--- src/rtl/uart_pkg.sv ---
// uart_pkg: definitions shared by the UART transmitter and receiver.
//   uart_tx_state_t           - transmit FSM state encoding
//   UART_DATA_BITS            - data bits per frame
//   UART_DEFAULT_CLKS_PER_BIT - round(40 MHz / 921600) clocks per bit
package uart_pkg;

  localparam int unsigned UART_DATA_BITS            = 8;
  localparam int unsigned UART_DEFAULT_CLKS_PER_BIT = 43;

  typedef enum logic [2:0] {
    IDLE,
    START,
    DATA,
    PARITY,
    STOP
  } uart_tx_state_t;

endpackage

--- src/rtl/uart_tx_stream_if.sv ---
// uart_tx_stream_if: byte stream into the UART transmitter.
//   tx_data  - byte to send, sampled on the handshake
//   tx_valid - tx_data is valid
//   tx_ready - transmitter can accept a byte
//   tx_done  - one-cycle pulse on the last cycle of the stop bit
// Modports: master (byte producer), slave (transmitter).
interface uart_tx_stream_if;
  import uart_pkg::*;

  logic [UART_DATA_BITS-1:0] tx_data;
  logic                      tx_valid;
  logic                      tx_ready;
  logic                      tx_done;

  modport master (output tx_data, output tx_valid, input tx_ready, input tx_done);
  modport slave  (input tx_data, input tx_valid, output tx_ready, output tx_done);

endinterface

--- src/rtl/uart_bit_timer.sv ---
// uart_bit_timer: baud counter shared by the UART transmitter and receiver.
//   clk, rst - clock and synchronous active-high reset
//   restart  - reload the counter (start of a frame)
//   run      - count while high; holds otherwise
//   bit_end  - high on the last cycle of a bit period
// FIRST_HALF makes the first period after restart about half a bit long,
// which lets the receiver land its samples mid-bit. The transmitter leaves it
// clear so every bit, including the first, lasts a full CLKS_PER_BIT cycles.
module uart_bit_timer #(
  parameter int unsigned CLKS_PER_BIT = uart_pkg::UART_DEFAULT_CLKS_PER_BIT,
  parameter bit          FIRST_HALF   = 1'b0
) (
  input  logic clk,
  input  logic rst,
  input  logic restart,
  input  logic run,
  output logic bit_end
);

  localparam int unsigned CNT_W = (CLKS_PER_BIT > 1) ? $clog2(CLKS_PER_BIT) : 1;
  localparam logic [CNT_W-1:0] LAST = CNT_W'(CLKS_PER_BIT - 1);
  localparam logic [CNT_W-1:0] LOAD = FIRST_HALF ? CNT_W'(CLKS_PER_BIT / 2) : '0;

  logic [CNT_W-1:0] cnt;

  always_ff @(posedge clk) begin
    if (rst) begin
      cnt <= '0;
    end else if (restart) begin
      cnt <= LOAD;
    end else if (run) begin
      cnt <= bit_end ? '0 : cnt + CNT_W'(1);
    end
  end

  assign bit_end = (cnt == LAST);

endmodule

--- src/rtl/uart_tx_stream.sv ---
// uart_tx_stream: 8N1 UART transmitter, LSB first, idle-high line.
//   USER_CLK      - clock (40 MHz)
//   USER_RESET    - synchronous active-high reset; aborts any frame
//   bus           - uart_tx_stream_if.slave byte stream (valid/ready, tx_done)
//   USB_RS232_TXD - serial line, driven straight from a flop
// Optional feature: define UART_TX_PARITY_EN to insert an even-parity bit
// between the last data bit and the stop bit (11-bit frame).
module uart_tx_stream
  import uart_pkg::*;
#(
  parameter int unsigned CLKS_PER_BIT = UART_DEFAULT_CLKS_PER_BIT
) (
  input  logic             USER_CLK,
  input  logic             USER_RESET,
  uart_tx_stream_if.slave  bus,
  output logic             USB_RS232_TXD
);

  localparam int unsigned IDX_W = $clog2(UART_DATA_BITS);
  localparam logic [IDX_W-1:0] LAST_IDX = IDX_W'(UART_DATA_BITS - 1);

  uart_tx_state_t            state, state_next;
  logic [UART_DATA_BITS-1:0] sreg, sreg_next;
  logic [IDX_W-1:0]          bit_idx, bit_idx_next;
  logic                      txd_next;
  logic                      ready;
  logic                      handshake;
  logic                      bit_end;
`ifdef UART_TX_PARITY_EN
  logic                      par;
`endif

  assign ready        = (state == IDLE);
  assign handshake    = bus.tx_valid && ready;
  assign bus.tx_ready = ready;
  assign bus.tx_done  = (state == STOP) && bit_end;

  uart_bit_timer #(
    .CLKS_PER_BIT (CLKS_PER_BIT),
    .FIRST_HALF   (1'b0)
  ) u_timer (
    .clk     (USER_CLK),
    .rst     (USER_RESET),
    .restart (handshake),
    .run     (state != IDLE),
    .bit_end (bit_end)
  );

  always_ff @(posedge USER_CLK) begin
    if (USER_RESET) begin
      state         <= IDLE;
      sreg          <= '0;
      bit_idx       <= '0;
      USB_RS232_TXD <= 1'b1;
    end else begin
      state         <= state_next;
      sreg          <= sreg_next;
      bit_idx       <= bit_idx_next;
      USB_RS232_TXD <= txd_next;
    end
  end

`ifdef UART_TX_PARITY_EN
  // Parity is taken from the byte at the handshake because the shift
  // register no longer holds all data bits once shifting starts.
  always_ff @(posedge USER_CLK) begin
    if (USER_RESET) begin
      par <= 1'b0;
    end else if (handshake) begin
      par <= ^bus.tx_data;
    end
  end
`endif

  always_comb begin
    state_next   = state;
    sreg_next    = sreg;
    bit_idx_next = bit_idx;

    case (state)
      IDLE: begin
        if (handshake) begin
          state_next   = START;
          sreg_next    = bus.tx_data;
          bit_idx_next = '0;
        end
      end
      START: begin
        if (bit_end) state_next = DATA;
      end
      DATA: begin
        if (bit_end) begin
          sreg_next    = {1'b0, sreg[UART_DATA_BITS-1:1]};
          bit_idx_next = bit_idx + IDX_W'(1);
          if (bit_idx == LAST_IDX) begin
`ifdef UART_TX_PARITY_EN
            state_next = PARITY;
`else
            state_next = STOP;
`endif
          end
        end
      end
`ifdef UART_TX_PARITY_EN
      PARITY: begin
        if (bit_end) state_next = STOP;
      end
`endif
      STOP: begin
        if (bit_end) state_next = IDLE;
      end
      default: state_next = IDLE;
    endcase
  end

  // The line level is decoded from the next state and registered, so TXD
  // changes on the same edge as the state and never glitches.
  always_comb begin
    case (state_next)
      START:   txd_next = 1'b0;
      DATA:    txd_next = sreg_next[0];
`ifdef UART_TX_PARITY_EN
      PARITY:  txd_next = par;
`endif
      default: txd_next = 1'b1;
    endcase
  end

endmodule

--- src/flat_wrapper.sv ---
// flat-port wrapper written by rule: the top's interface ports become plain ports
module uart_tx_stream_flat import uart_pkg::*;
#(
  parameter int unsigned CLKS_PER_BIT = UART_DEFAULT_CLKS_PER_BIT
)
  (USER_CLK, USER_RESET, USB_RS232_TXD, bus_tx_data, bus_tx_valid, bus_tx_ready, bus_tx_done);
  uart_tx_stream_if bus_i ();
  input  logic USER_CLK;
  input  logic USER_RESET;
  output logic USB_RS232_TXD;
  input wire logic [$bits(bus_i.tx_data)-1:0] bus_tx_data;
  input wire logic [$bits(bus_i.tx_valid)-1:0] bus_tx_valid;
  output wire logic [$bits(bus_i.tx_ready)-1:0] bus_tx_ready;
  output wire logic [$bits(bus_i.tx_done)-1:0] bus_tx_done;
  assign bus_i.tx_data = bus_tx_data;
  assign bus_i.tx_valid = bus_tx_valid;
  assign bus_tx_ready = bus_i.tx_ready;
  assign bus_tx_done = bus_i.tx_done;
  uart_tx_stream #(.CLKS_PER_BIT(CLKS_PER_BIT)) u_core (.USER_CLK(USER_CLK), .USER_RESET(USER_RESET), .bus(bus_i), .USB_RS232_TXD(USB_RS232_TXD));
endmodule
--- config.mk ---
export PLATFORM = sky130hd
export DESIGN_NAME = uart_tx_stream_flat
export DESIGN_NICKNAME = d
export VERILOG_FILES = /design/src/rtl/uart_pkg.sv /design/src/rtl/uart_tx_stream_if.sv /design/src/rtl/uart_bit_timer.sv /design/src/rtl/uart_tx_stream.sv /design/src/flat_wrapper.sv
export SDC_FILE = /design/constraint.sdc
export NUM_CORES = 1
export LEC_CHECK = 0
export ABC_AREA = 1
export BUFFER_PORTS_ARGS = -buffer_cell sky130_fd_sc_hd__buf_2
export CORE_MARGIN = 4
export CORE_UTILIZATION = 50
export DETAILED_ROUTE_END_ITERATION = 6
export GPL_TIMING_DRIVEN = 0
export PLACE_DENSITY_LB_ADDON = 0.15
export SYNTH_ARGS = -nofsm -noshare
export SYNTH_HDL_FRONTEND = slang
export SYNTH_HIERARCHICAL = 1
export SYNTH_SLANG_ARGS = --single-unit
--- constraint.sdc ---
create_clock -name USER_CLK -period 1.85 [get_ports USER_CLK]
set_input_delay 0.0925 -clock USER_CLK [delete_from_list [all_inputs] [get_ports USER_CLK]]
set_output_delay 0.0925 -clock USER_CLK [all_outputs]
set_load 0.05 [all_outputs]
==> results list <==
- The clock drives 21 sinks.
- Peak Freq: just under 600 MHz
- Setup violations remaining at the end of the flow were counted as 0.
- Largest fanout of any net on the critical path: 7
- Total half-perimeter wirelength after legalization and detailed placement: 1.45 mm
- Counting I/O delays and the setup requirement, the final critical path takes 1.70 ns.
- After detailed routing, the number of vias per cell comes to around 4.8.
- Synth Instances: approximately 150
- Height of the die: ~53 um
- The most used flip-flop cell after synthesis is sky130_fd_sc_hd__dfxtp_1.
- The via count of the first global-routing pass came to roughly 880.
- Global-route congestion overflow total: 0
* Largest net degree at the start of global routing: 12
- The first global-routing pass estimated around 3.4 mm of wire.
- Hold WC Path Type: in2reg
- Number of max-cap violations: 0
- Num CTS Buffers: 3
* Hold violation count in the final report: 0
* Flip-flop and latch count after synthesis: 21
- Setup repair after global routing left no endpoint under its margin.
* Most frequent cells after synthesis: 47 x sky130_fd_sc_hd__nand2_1, 22 x sky130_fd_sc_hd__nor2_1, 21 x sky130_fd_sc_hd__dfxtp_1, 17 x sky130_fd_sc_hd__inv_1, 11 x sky130_fd_sc_hd__a21oi_1
- After clock tree synthesis, the clock-pin slew on the worst setup and hold paths is about 0.12 ns.
* Worst-path cell chain: ha_1 > nand3_1 > nor2_4 > inv_1 > nor2_1 > buf_2
- Routability Congestion: around 0.8
- Buffers on Ports: 13
- Final count of pins violating max slew: 0
- In the final routed layout, each cell accounts on average for ~9.9 um.
* Post-synth top area cell: sky130_fd_sc_hd__dfxtp_1
* Post-synthesis cell area: 0.00101 sq mm
- Number of antenna violations at the first check in global routing: 0
- After synthesis, the largest area contributor takes up about two fifths of total cell area.
- In this run the static leakage power is roughly 0.00054 uW.
- DRT iter0 DRCs: 13
* Slowest cell on the critical path: sky130_fd_sc_hd__dfxtp_1
* Delay of the slowest cell on the worst path: 0.40 ns
- Pre-Repair DR Iteration Count: 4
* Layout cells sized above 1: between 10% and 20%
- A synthesized cell averages slightly below 7 sq um.
* Number of top-level pins: 14
- In the routed design, unresolved DRC markers number 0.
- From synthesis to final layout, the design area changed by 13.6%.
* Post-route non-filler standard cell count: between 150 and 200
- Maximum number of buffers from clock root to sink: 2
- Between clock sinks in the finished design, the worst skew comes to roughly 0.0034 ns.
- Including well taps, the total number of placed cells is around 190.
* Sum of routed wire length over all layers: about 1.9 mm
- Synth area leaders: sky130_fd_sc_hd__dfxtp_1 42%, sky130_fd_sc_hd__nand2_1 17%, sky130_fd_sc_hd__nor2_1 8.2%
- Total Negative Setup Slacks: 0 ns
- The cell sitting at the root of the clock tree is a sky130_fd_sc_hd__clkbuf_4.
- Among all cell types in the netlist, the one instantiated most often is sky130_fd_sc_hd__nand2_1.
- The worst setup path is captured at a primary output.
* Register area share after synthesis: a little over two fifths
* Synth Net Count: about 160
- 0 antenna diodes ended up in the layout.
- The routed layout has slightly above 900 vias.
- At the worst endpoint, the required time is between 1.5 and 2 ns.
- H-tree level count: 1
- TritonCTS clock tree: yes
* Core Area: 0.00182 sq mm
- In this run the power density over the cells is ~710 mW/mm^2.
- The die covers 0.00280 sq mm.
- The worst setup path is of the reg2out kind.
- In the global route stage, overall resource usage came out at ~16%.
- Final cycle utilization of the critical path: roughly nine tenths
- The synthesized netlist contains 19 unique library cells.
- STA classifies the critical path startpoint as a flop.
* Std-Cell Rows: 15
- During synthesis, Yosys emitted a total of 6 warnings.
* Status: complete, no violations
* Die W: around 53 um
- Counting flops with an async set or reset pin after synthesis yields a share of 0%.
- Yosys mapped a number of flops with a built-in enable equal to 0.
- Actual transition at the worst max-transition pin: approximately 0.48 ns
* Filler Cell Count: 177
* Worst-case vdd ir drop: 0.374 mV
- Arrival time at the worst endpoint: between 1.5 and 2 ns
- Final layout net count: 183
* Later-pin clock latency in the skew report: ~0.29 ns
* Antenna Nets Post-Route: 0
- Worst slew margin: 68.0%
- Once the floorplan was initialized, standard cells occupied a little under three fifths of the core.
-- per-layer routing --
layer | up-vias | wire length [um] | global-route usage, %
li1 | 500 | - | -
met4 | 0 | 14 | 5.11
met2 | 8 | 931 | 28.1
met3 | 2 | 61 | 2.54
met5 | - | 0 | 0
met1 | 410 | 892 | 19.4
-- stage by stage --
step / setup slack (ns) / hold WS (ns) / power (uW) / util (%) / area [sq um]
finish: 0.155 / 0.0417 / 816 / 63.0 / 1150
global route: 0.000632 / 0.0698 / 856 / 63.0 / 1150
CTS: 0.0736 / 0.0297 / 826 / 62.7 / 1140
detailed placement: 0.274 / 0.325 / 609 / 60.8 / 1110
global placement: 0.319 / 0.319 / 604 / 60.8 / 1110
floorplan: 0.226 / 0.162 / 575 / - / 1010
-- critical path, delay by kind of cell (launching register included) --
kind / cells / cell delay, ns
and+or+nand+nor: 3 / 0.39
adders and majority gates: 1 / 0.17
DFF: 1 / 0.40
buffers and inverters: 2 / 0.34
-- what timing repair did --
action	CTS	global route
hold buffers	1	0
endpoints found under the hold margin	1	0
setup endpoints to repair	0	1
setup buffers	0	0
gates resized for setup	0	1
-- sequential cells by signal (all words and copies together) (netlist names) --
register / count
u_core/USB_RS232_TXD: 1
u_core/bit_idx: 3
u_core/sreg: 8
u_core/state: 3
u_core/u_timer/cnt: 6
-- placed cells by master, fill, tap and decap left out, drive strengths merged --
cell type	instances
xor2	1
a21oi	11
dlygate4sd3	1
nor2	25
nand3	7
nand2	49
inv	20
dfxtp	21
nor3	2
ha	4
clkbuf	5
buf	13
o21ai	5
nand4	2
o22ai	1
-- cell type report --
cell class / instances / area (sq um) / share of cell area (%)
plain buffers: 1 / 3.75 / 0.327
clock buffers: 4 / 26.3 / 2.29
inverters: 20 / 77.6 / 6.76
multi-input cells: 107 / 513 / 44.7
flip-flops and latches: 21 / 420 / 36.6
well taps: 25 / 31.3 / 2.73
repair buffers: 14 / 75.1 / 6.54
-- power by group --
part,leakage [uW],internal (uW),switching (uW)
combinational,0.000357,39.1,75.5
clock,0.0000150,83.7,133
sequential,0.000172,474,11.7
-- logic make-up (layout without fill, tap and decap cells) --
group | count (synthesis) | in the layout | synth area share [%]
AO/OA/AOI/OAI | 17 | 17 | 8.55
flip-flops | 21 | 21 | 41.6
adder cells (fa/ha/maj) | 4 | 4 | 4.96
buffers and inverters | 21 | 39 | 8.05
AND/OR/NAND/NOR | 85 | 85 | 35.9
XOR/XNOR | 1 | 1 | 0.868
-- final timing paths --
path                         startpoint              to  cells after the start  slack (ns)
hold / removal           bus_tx_data[7]  u_core/sreg[7]                      3        0.04
setup / recovery  u_core/u_timer/cnt[1]     bus_tx_done                      6        0.15
setup reg to reg  u_core/u_timer/cnt[1]  u_core/sreg[3]                      8        0.31
hold reg to reg          u_core/sreg[7]  u_core/sreg[7]                      2        0.47
Note: power is estimated with default switching activity, not from simulation.
